[config.mk]
export PLATFORM = sky130hd
export DESIGN_NAME = pipe_stall_ctrl
export DESIGN_NICKNAME = d
export VERILOG_FILES = /design/src/rtl/pipe_stall_ctrl.sv
export SDC_FILE = /design/constraint.sdc
export NUM_CORES = 1
export LEC_CHECK = 0
export BUFFER_PORTS_ARGS = -buffer_cell sky130_fd_sc_hd__clkbuf_2
export CAP_MARGIN = 20
export CORE_UTILIZATION = 42
export CTS_CLUSTER_DIAMETER = 80
export CTS_CLUSTER_SIZE = 25
export DETAILED_ROUTE_END_ITERATION = 10
export GPL_TIMING_DRIVEN = 0
export PLACE_DENSITY = 0.8
export SLEW_MARGIN = 25
export SYNTH_ARGS = -nofsm -noshare
export SYNTH_HDL_FRONTEND = slang
export SYNTH_SLANG_ARGS = --single-unit
[constraint.sdc]
create_clock -name clk -period 1.6 [get_ports clk]
set_clock_uncertainty 0.1 [all_clocks]
set_input_delay 0.16 -clock clk [delete_from_list [all_inputs] [get_ports clk]]
set_output_delay 0.16 -clock clk [all_outputs]
set_load 0.01 [all_outputs]
[src/rtl/pipe_stall_ctrl.sv]
// ----------------------------------------------------------------------------
// pipe_stall_ctrl
//   Central stall/flush controller for the front-end pipeline. It merges the
//   jump stall (detected in ID, resolved at WB commit) with any number of
//   structural "full" sources, and drives per-stage hold/bubble vectors plus
//   the PC replay/redirect controls. After a jump resolves, the stale IFID
//   slot is bubbled for DRAIN_NOPS cycles.
//
//   All outputs are registered and lag their inputs by one cycle.
//
// Parameters
//   ADDR_WIDTH      PC / jump target width
//   NUM_STAGES      controlled stages (0=PIF, 1=IFID, 2=ID, 3=IDEX, ...)
//   NUM_FULL_SRC    number of structural-full request inputs
//   FULL_HOLD_DEPTH stages [0..FULL_HOLD_DEPTH-1] hold on full,
//                   stage FULL_HOLD_DEPTH is bubbled
//   DRAIN_NOPS      IFID bubbles after jump resolution (1..15)
//
// Ports
//   clk, rst_n        clock, asynchronous active-low reset
//   id_jump_detect    ID holds a possible-jump instruction
//   full_req          structural-full requests (level)
//   wb_commit_jump    WB commits a jump-class instruction
//   wb_jump_taken     qualifies wb_commit_jump: redirect required
//   wb_jump_addr      redirect target
//   stage_hold        1 = stage register keeps its contents
//   stage_bubble      1 = stage register loads a NOP
//   pc_replay         PIF reloads next-PC with current PC
//   pc_redirect_en    PIF loads pc_redirect_addr
//   pc_redirect_addr  registered jump target
//   jump_pending      high while waiting for the jump to resolve
//
// Optional feature (macro STALL_PERF_CNT_EN)
//   perf_jump_cyc / perf_full_cyc / perf_drain_cyc: saturating 32-bit cycle
//   counters for waiting-on-jump, structural-full and drain cycles.
// ----------------------------------------------------------------------------
module pipe_stall_ctrl #(
  parameter int unsigned ADDR_WIDTH      = 32,
  parameter int unsigned NUM_STAGES      = 4,
  parameter int unsigned NUM_FULL_SRC    = 2,
  parameter int unsigned FULL_HOLD_DEPTH = 3,
  parameter int unsigned DRAIN_NOPS      = 1
) (
  input  logic                    clk,
  input  logic                    rst_n,
  input  logic                    id_jump_detect,
  input  logic [NUM_FULL_SRC-1:0] full_req,
  input  logic                    wb_commit_jump,
  input  logic                    wb_jump_taken,
  input  logic [ADDR_WIDTH-1:0]   wb_jump_addr,
  output logic [NUM_STAGES-1:0]   stage_hold,
  output logic [NUM_STAGES-1:0]   stage_bubble,
  output logic                    pc_replay,
  output logic                    pc_redirect_en,
  output logic [ADDR_WIDTH-1:0]   pc_redirect_addr,
  output logic                    jump_pending
`ifdef STALL_PERF_CNT_EN
  ,
  output logic [31:0]             perf_jump_cyc,
  output logic [31:0]             perf_full_cyc,
  output logic [31:0]             perf_drain_cyc
`endif
);

  typedef enum logic [1:0] {
    S_RUN   = 2'd0,
    S_JWAIT = 2'd1,
    S_DRAIN = 2'd2
  } state_e;

  localparam logic [3:0] DRAIN_LOAD = 4'(DRAIN_NOPS);

  state_e                  state_q, state_d;
  logic [3:0]              cnt_q, cnt_d;
  logic                    full_any;
  logic                    full_q;
  logic [NUM_STAGES-1:0]   hold_q, hold_d;
  logic [NUM_STAGES-1:0]   bubble_q, bubble_d;
  logic                    replay_q, replay_d;
  logic                    redir_en_q, redir_en_d;
  logic [ADDR_WIDTH-1:0]   redir_addr_q, redir_addr_d;
  logic                    pending_q, pending_d;

  assign full_any = |full_req;

  // Next state, drain counter and registered-output inputs
  always_comb begin
    state_d      = state_q;
    cnt_d        = cnt_q;
    replay_d     = 1'b0;
    redir_en_d   = 1'b0;
    redir_addr_d = redir_addr_q;

    unique case (state_q)
      S_RUN: begin
        if (id_jump_detect && !full_any) begin
          state_d  = S_JWAIT;
          replay_d = 1'b1;
        end
      end
      S_JWAIT: begin
        if (wb_commit_jump) begin
          state_d = S_DRAIN;
          cnt_d   = DRAIN_LOAD;
          if (wb_jump_taken) begin
            redir_en_d   = 1'b1;
            redir_addr_d = wb_jump_addr;
          end
        end
      end
      S_DRAIN: begin
        // full_q is the full stall currently visible at the outputs: a DRAIN
        // cycle only counts when its IFID bubble was not masked by a hold,
        // so every drain NOP actually reaches the pipeline.
        if (!full_q) begin
          if (cnt_q <= 4'd1) begin
            state_d = S_RUN;
            cnt_d   = '0;
          end else begin
            cnt_d = cnt_q - 4'd1;
          end
        end
      end
      default: begin
        state_d = S_RUN;
        cnt_d   = '0;
      end
    endcase

    pending_d = (state_d == S_JWAIT);

    hold_d   = '0;
    bubble_d = '0;
    for (int unsigned i = 0; i < NUM_STAGES; i++) begin
      if (i < FULL_HOLD_DEPTH)  hold_d[i]   = full_any;
      if (i == FULL_HOLD_DEPTH) bubble_d[i] = full_any;
    end
    bubble_d[1] = bubble_d[1] | (state_d != S_RUN);
    // A held stage never also loads a NOP
    bubble_d = bubble_d & ~hold_d;
  end

  always_ff @(posedge clk or negedge rst_n) begin
    if (!rst_n) begin
      state_q      <= S_RUN;
      cnt_q        <= '0;
      full_q       <= 1'b0;
      hold_q       <= '0;
      bubble_q     <= '0;
      replay_q     <= 1'b0;
      redir_en_q   <= 1'b0;
      redir_addr_q <= '0;
      pending_q    <= 1'b0;
    end else begin
      state_q      <= state_d;
      cnt_q        <= cnt_d;
      full_q       <= full_any;
      hold_q       <= hold_d;
      bubble_q     <= bubble_d;
      replay_q     <= replay_d;
      redir_en_q   <= redir_en_d;
      redir_addr_q <= redir_addr_d;
      pending_q    <= pending_d;
    end
  end

  assign stage_hold       = hold_q;
  assign stage_bubble     = bubble_q;
  assign pc_replay        = replay_q;
  assign pc_redirect_en   = redir_en_q;
  assign pc_redirect_addr = redir_addr_q;
  assign jump_pending     = pending_q;

`ifdef STALL_PERF_CNT_EN
  logic [31:0] perf_jump_q, perf_full_q, perf_drain_q;

  always_ff @(posedge clk or negedge rst_n) begin
    if (!rst_n) begin
      perf_jump_q  <= '0;
      perf_full_q  <= '0;
      perf_drain_q <= '0;
    end else begin
      if ((state_q == S_JWAIT) && (perf_jump_q != '1))
        perf_jump_q <= perf_jump_q + 32'd1;
      if (full_any && (perf_full_q != '1))
        perf_full_q <= perf_full_q + 32'd1;
      if ((state_q == S_DRAIN) && (perf_drain_q != '1))
        perf_drain_q <= perf_drain_q + 32'd1;
    end
  end

  assign perf_jump_cyc  = perf_jump_q;
  assign perf_full_cyc  = perf_full_q;
  assign perf_drain_cyc = perf_drain_q;
`endif

endmodule

==> results of run 1 <==
==> power groups by stage <==
| stage | Clock (mW) | Sequential (mW) | Combinational (mW) |
|---|---|---|---|
| after floorplan | 0 | 1.98 | 0.821 |
| after global placement | 0 | 1.76 | 1.63 |
| after detailed placement | 0 | 1.79 | 1.68 |
| after CTS | 0.703 | 1.77 | 1.98 |
| after global routing | 0.740 | 1.86 | 2.43 |
| final | 0.684 | 1.80 | 2.25 |
==> kinds of logic after synthesis <==
group | count (synthesis) | synth area share (%)
flops | 43 | 58.3
mux | 32 | 19.5
buf+inv | 18 | 6.30
compound gates | 17 | 8.33
simple gates | 11 | 3.32
fa+ha+maj | 6 | 4.06
other cells | 1 | 0.203
==> per-stage QoR <==
step / hold WS (ns) / instances / setup slack, ns / setup TNS [ns]
3_3_place_gp: 0.282 / 258 / -0.152 / -3.74
6_report: -0.00728 / 304 / -0.0953 / -0.229
3_5_place_dp: 0.121 / 258 / -0.190 / -4.81
2_1_floorplan: -0.236 / 130 / 0.00273 / 0
5_1_grt: 0.00251 / 304 / -0.167 / -0.789
4_1_cts: 0.000653 / 302 / -0.0188 / -0.261
==> how the worst max path moves through the flow <==
stage | startpoint | cells past startpoint | end
6_report | state_q[1] | 5 | cnt_q[2]
4_1_cts | state_q[1] | 5 | stage_bubble[1]
2_1_floorplan | cnt_q[0] | 6 | stage_bubble[1]
3_3_place_gp | cnt_q[0] | 6 | stage_bubble[1]
3_5_place_dp | cnt_q[0] | 6 | stage_bubble[1]
5_1_grt | state_q[1] | 5 | cnt_q[2]
==> layout make-up <==
cell class	instances	area [um^2]	area share, %
Tap cell	50	62.6	2.16
Multi-Input combinational cell	69	779	26.9
Timing Repair Buffer	117	769	26.6
Clock buffer	6	82.6	2.85
Sequential cell	43	1080	37.2
Buffer	10	86.3	2.98
Inverter	8	32.5	1.12
Clock inverter	1	5.00	0.173
==> critical path, cell delays in order, from the launching register on <==
cell and delay, ns:
dfrtp_1 0.40, buf_6 0.13, ha_4 0.17, a221oi_4 0.40, nand3_1 0.18, o2bb2ai_1 0.21
==> layer usage <==
layer | global-route usage [%] | up-vias
met5 | 0 | -
met4 | 10.2 | 0
met1 | 18.8 | 717
met2 | 37.0 | 69
met3 | 4.83 | 13
li1 | - | 689
==> flip-flops by register name, summed over array words and instances (netlist names) <==
register,cells
stage_bubble,2
jump_pending,1
state_q,2
pc_replay,1
pc_redirect_addr,32
pc_redirect_en,1
cnt_q,4
==> synth_stat cells <==
master	number
a21bo_2	1
a21oi_1	3
a221oi_2	1
a221oi_4	1
a311oi_2	1
buf_4	7
buf_6	3
conb_1	1
dfrtp_1	43
ha_1	6
inv_1	7
inv_2	1
mux2_2	32
nand2_1	1
nand2b_1	3
nand3_1	2
nand3_2	1
nor2_1	2
nor2b_1	1
nor3_1	1
o21a_1	1
o21ai_0	2
o22ai_1	2
o2bb2ai_1	2
o311ai_0	1
o31a_1	1
o31ai_1	1
==> timing repair <==
action,4_1_cts,5_1_grt
resized for setup,12,15
endpoints found under the setup margin,39,37
hold buffers,27,0
setup buffers,10,2
pin swaps,6,7
endpoints found under the hold margin,68,0
==> flow_metrics.env, run 1 <==
export IMPL_synth_top_area_share_pct=58.3
export IMPL_drtPass1Iterations=6
export IMPL_die_h_um=68.3
export IMPL_r2r_end="cnt_q[2]"
export IMPL_antenna_cells=0
export IMPL_violations="negative hold slack, negative setup slack"
export IMPL_ir_drop_uv=510
export IMPL_hold_end="pc_redirect_addr[29]"
export IMPL_synthTopCellsByArea="dfrtp_1 (58%), mux2_2 (20%), ha_1 (4.1%)"
export IMPL_fin_crit_sh_pct=106
export IMPL_p_switching_mw=1.65
export IMPL_cp_data_required_time_ns=1.70
export IMPL_worstSetupPathType="reg -> reg"
export IMPL_grt_pass1_vias=1450
export IMPL_wl_met2_um=2400
export IMPL_gp_congestion=0.788
export IMPL_vias_per_cell=4.89
export IMPL_numCtsBuffers=5
export IMPL_core_um2=4120
export IMPL_ctsLongestPathBuffers=2
export IMPL_ant_nets=0
export IMPL_antenna_found_initial=0
export IMPL_wl_met3_um=314
export IMPL_dr_total_vias=1488
export IMPL_fillers=252
export IMPL_p_comb_share_pct=47.5
export IMPL_grt_pass1_wl_um=6430
export IMPL_power_internal_mw=3.09
export IMPL_run_status="finished with violations"
export IMPL_drv_cap=0
export IMPL_hp_start="wb_jump_addr[29]"
export IMPL_start_kind="flip-flop"
export IMPL_power_density_nw_per_um2=1630
export IMPL_power_total_mw=4.73
export IMPL_rsz0062_at_grt="true"
export IMPL_port_buffers=78
export IMPL_synth_top_area_cell="dfrtp_1"
export IMPL_wl_per_cell_um=15.0
export IMPL_clkSinkCount=43
export IMPL_end_kind="flip-flop"
export IMPL_cellLeakagePower_nw=1.44
export IMPL_r2r_start="state_q[1]"
export IMPL_synth_distinct_cells=27
export IMPL_crit_fanout=6
export IMPL_slew_viol_final=0
export IMPL_die_area_um2=4670
export IMPL_drc=0
export IMPL_hold_depth=2
export IMPL_tightest_slew_ns=0.569
export IMPL_clock_latency_ns=0.29
export IMPL_overflow=0
export IMPL_final_cell_area_um2=2900
export IMPL_syn_inst=128
export IMPL_path_clk_slew_ns=0.08
export IMPL_start_util_pct=44.9
export IMPL_top_layer="met4"
export IMPL_finalSetupViolations=7
export IMPL_htreeDepth=2
export IMPL_layout_commonest_cell="clkbuf_2"
export IMPL_grt_max_degree=44
export IMPL_met1_length_um=1720
export IMPL_syn_to_final_growth_pct=56.8
export IMPL_drt_iter0_drc=52
export IMPL_ys_seq_area_share_pct=58.3
export IMPL_yosysWarnings=0
export IMPL_relSlewSlack_pct=62.0
export IMPL_finalWorstSetupSlack_ns=-0.0953
export IMPL_syn_area_per_cell_um2=14.4
export IMPL_worstPathArrival_ns=1.79
export IMPL_io_pins=82
export IMPL_cts_root_buf="clkbuf_8"
export IMPL_rows=23
export IMPL_placed_cell_area_um2=2310
export IMPL_cts_tree="built"
export IMPL_r2r_setup_slack_ns=-0.1
export IMPL_rr_worst_depth=5
export IMPL_layout_drive_gt1_share_pct=63.4
export IMPL_dp_hpwl_um=2590
export IMPL_syn_area_um2=1850
export IMPL_max_freq_ghz=0.590
export IMPL_routed_wl_um=4570
export IMPL_layout_common_cells="clkbuf_2 (77), dfrtp_1 (42), mux2_2 (32)"
export IMPL_die_x_um=68.3
export IMPL_pwr_share_seq_pct=38.1
export IMPL_worstHoldPathType="in -> reg"
export IMPL_timing_hold_violations_final=1
export IMPL_fin_util_pct=70.4
export IMPL_synth_seq_cells=43
export IMPL_fin_crit_ns=1.70
export IMPL_gr_usage_all_layers_pct=19.4
export IMPL_fin_nets=299
export IMPL_hold_slack_ns=-0.00728
export IMPL_swShare_pct=34.8
export IMPL_clkPwrFrac_pct=14.5
No activity file was read; power rests on OpenSTA's default activity.
==> run 2: changes to the inputs <==
Settings changed: PLACE_DENSITY 0.8 to 0.75.
==> run 2 against run 1 <==
Compared with the run above:
- final area grew 1.5%
- critical path depth unchanged
- critical endpoint is now pc_redirect_addr[4]
- first-iteration DRC count fell by 12%
- global-route usage shrank 2.0 points
- total power rose by 1.2%
- register-to-register slack improved by 0.04 ns
- the run ends with negative setup slack left
- non-clock buffer count stayed put
- cell count grew 0.33%
- sequential share of layout area fell by 0.55 points
- clock power up 22%
- clock-buffer cell count down 1
- combinational power down 4%
==> flow_metrics.env, run 2 (synthesis gave the netlist of run 1 again) <==
export IMPL_drc=0
export IMPL_clkPwrFrac_pct=17.5
export IMPL_antenna_found_initial=0
export IMPL_instances_no_fill=305
export IMPL_layout_common_cells="clkbuf_2 (77), dfrtp_1 (42), mux2_2 (32)"
export IMPL_syn_to_final_growth_pct=59.1
export IMPL_ir_drop_uv=864
export IMPL_path_buf_inv=2
export IMPL_path_cells="buf_4, ha_4, nand3_4, buf_8, mux2_2"
export IMPL_drt_iter0_drc=46
export IMPL_power_internal_mw=3.19
export IMPL_die_h_um=68.3
export IMPL_vias_per_cell=4.76
export IMPL_cpLargestDelayFamily="flip-flops"
export IMPL_timing_hold_violations_final=0
export IMPL_p_comb_share_pct=45.1
export IMPL_overflow=0
export IMPL_fin_crit_sh_pct=103
export IMPL_crit_fanout=10
export IMPL_critical_path_max_stage_delay_ns=0.42
export IMPL_max_freq_ghz=0.605
export IMPL_layout_commonest_cell="clkbuf_2"
export IMPL_finalSetupViolations=33
export IMPL_fin_crit_ns=1.65
export IMPL_worstHoldPathType="in -> reg"
export IMPL_slew_viol_final=0
export IMPL_worstSetupPathType="reg -> reg"
export IMPL_final_cell_area_um2=2940
export IMPL_rsz0062_at_grt="true"
export IMPL_cts_tree="built"
export IMPL_power_total_mw=4.79
export IMPL_ctsLongestPathBuffers=2
export IMPL_tightest_slew_ns=0.569
export IMPL_end_kind="flip-flop"
export IMPL_p_switching_mw=1.61
export IMPL_wl_per_cell_um=13.6
export IMPL_drv_cap=0
export IMPL_htreeDepth=2
export IMPL_finalWorstSetupSlack_ns=-0.0520
export IMPL_slowest_stage="dfrtp_1"
export IMPL_cp_data_required_time_ns=1.68
export IMPL_drtPass1Iterations=4
export IMPL_cts_root_buf="clkbuf_8"
export IMPL_cellLeakagePower_nw=1.47
export IMPL_layout_drive_gt1_share_pct=63.1
export IMPL_run_status="finished with violations"
export IMPL_die_area_um2=4670
export IMPL_ant_nets=0
export IMPL_core_um2=4120
export IMPL_power_density_nw_per_um2=1630
export IMPL_io_pins=82
export IMPL_start_util_pct=44.9
export IMPL_rows=23
export IMPL_pwr_share_seq_pct=37.4
export IMPL_dp_cells=258
export IMPL_grt_pass1_wl_um=5800
export IMPL_grt_max_degree=44
export IMPL_path_clk_slew_ns=0.08
export IMPL_placed_cell_area_um2=2310
export IMPL_gr_usage_all_layers_pct=17.4
export IMPL_numCtsBuffers=5
export IMPL_violations="negative setup slack"
export IMPL_fillers=271
export IMPL_die_x_um=68.3
export IMPL_clkSinkCount=43
export IMPL_routed_wl_um=4160
export IMPL_gp_congestion=0.765
export IMPL_antenna_cells=0
export IMPL_grt_pass1_vias=1303
export IMPL_dr_total_vias=1452
export IMPL_port_buffers=78
export IMPL_start_kind="flip-flop"
export IMPL_largest_reg_flops=32
export IMPL_dp_hpwl_um=2490
export IMPL_fin_nets=299
export IMPL_clock_latency_ns=0.29
export IMPL_worstPathArrival_ns=1.74
export IMPL_relSlewSlack_pct=62.1
export IMPL_fin_setup_tns_ns=-0.886
export IMPL_swShare_pct=33.5
-- run 2: changes by cell type in the layout (fill, tap and decap cells not counted), sizes merged --
cell / previous run / this run
bufinv: 0 / 1
clkbuf: 84 / 85
clkinv: 1 / 2
dlygate4sd3: 27 / 25
-- run 2: final timing paths --
kind | startpoint | endpoint | depth (start not counted) | slack [ns]
worst max-delay path | state_q[0] | pc_redirect_addr[4] | 5 | -0.05
worst min-delay path | wb_jump_addr[18] | pc_redirect_addr[18] | 2 | 0.002
worst max register to register | state_q[0] | pc_redirect_addr[4] | 5 | -0.05
worst min register to register | pc_redirect_addr[16] | pc_redirect_addr[16] | 1 | 0.41
max in group asynchronous | rst_n | state_q[1] | 2 | 0.64
min in group asynchronous | rst_n | pc_redirect_addr[21] | 2 | 0.34
-- run 2: metal layers --
layer / share of wire (%) / vias to the layer above / GRT usage (%)
li1: - / 691 / -
met1: 41 / 692 / 19.8
met2: 50 / 64 / 30.6
met3: 8.3 / 5 / 4.33
met4: 1.1 / 0 / 7.03
met5: 0 / - / 0
-- run 2: area by class of cell --
class                           count  area [um^2]  area share [%]
Clock buffer                        5         68.8            2.34
Inverter                            8         32.5            1.11
Timing Repair Buffer              117          783            26.6
Tap cell                           50         62.6            2.13
Multi-Input combinational cell     69          773            26.3
Sequential cell                    43         1080            36.7
Clock inverter                      3         43.8            1.49
Buffer                             10         97.6            3.32
-- run 2: what timing repair did --
| action | in CTS | in global routing |
|---|---|---|
| pin swaps | 6 | 2 |
| buffers inserted | 7 | 5 |
| resized for setup | 19 | 7 |
| hold buffers | 23 | 2 |
| hold endpoints to repair | 64 | 2 |
| setup endpoints to repair | 40 | 34 |
| gates cloned | 0 | 2 |
-- run 2: metrics by stage --
step | util (%) | hold slack, ns | setup WS, ns
finish | 71.4 | 0.00187 | -0.0520
global route | 71.4 | 0.000357 | -0.0975
detailed placement | 56.2 | 0.122 | -0.200
CTS | 67.9 | 0.0000849 | 0.00347
floorplan | - | -0.236 | 0.00273
global placement | 56.1 | 0.287 | -0.171
-- run 2: power by group through the flow --
stage          clock [mW]  sequential, mW  combinational, mW
2_1_floorplan           0            1.98              0.821
3_3_place_gp            0            1.76               1.63
3_5_place_dp            0            1.79               1.66
4_1_cts             0.855            1.78               1.99
5_1_grt             0.898            1.86               2.35
6_report            0.837            1.79               2.16
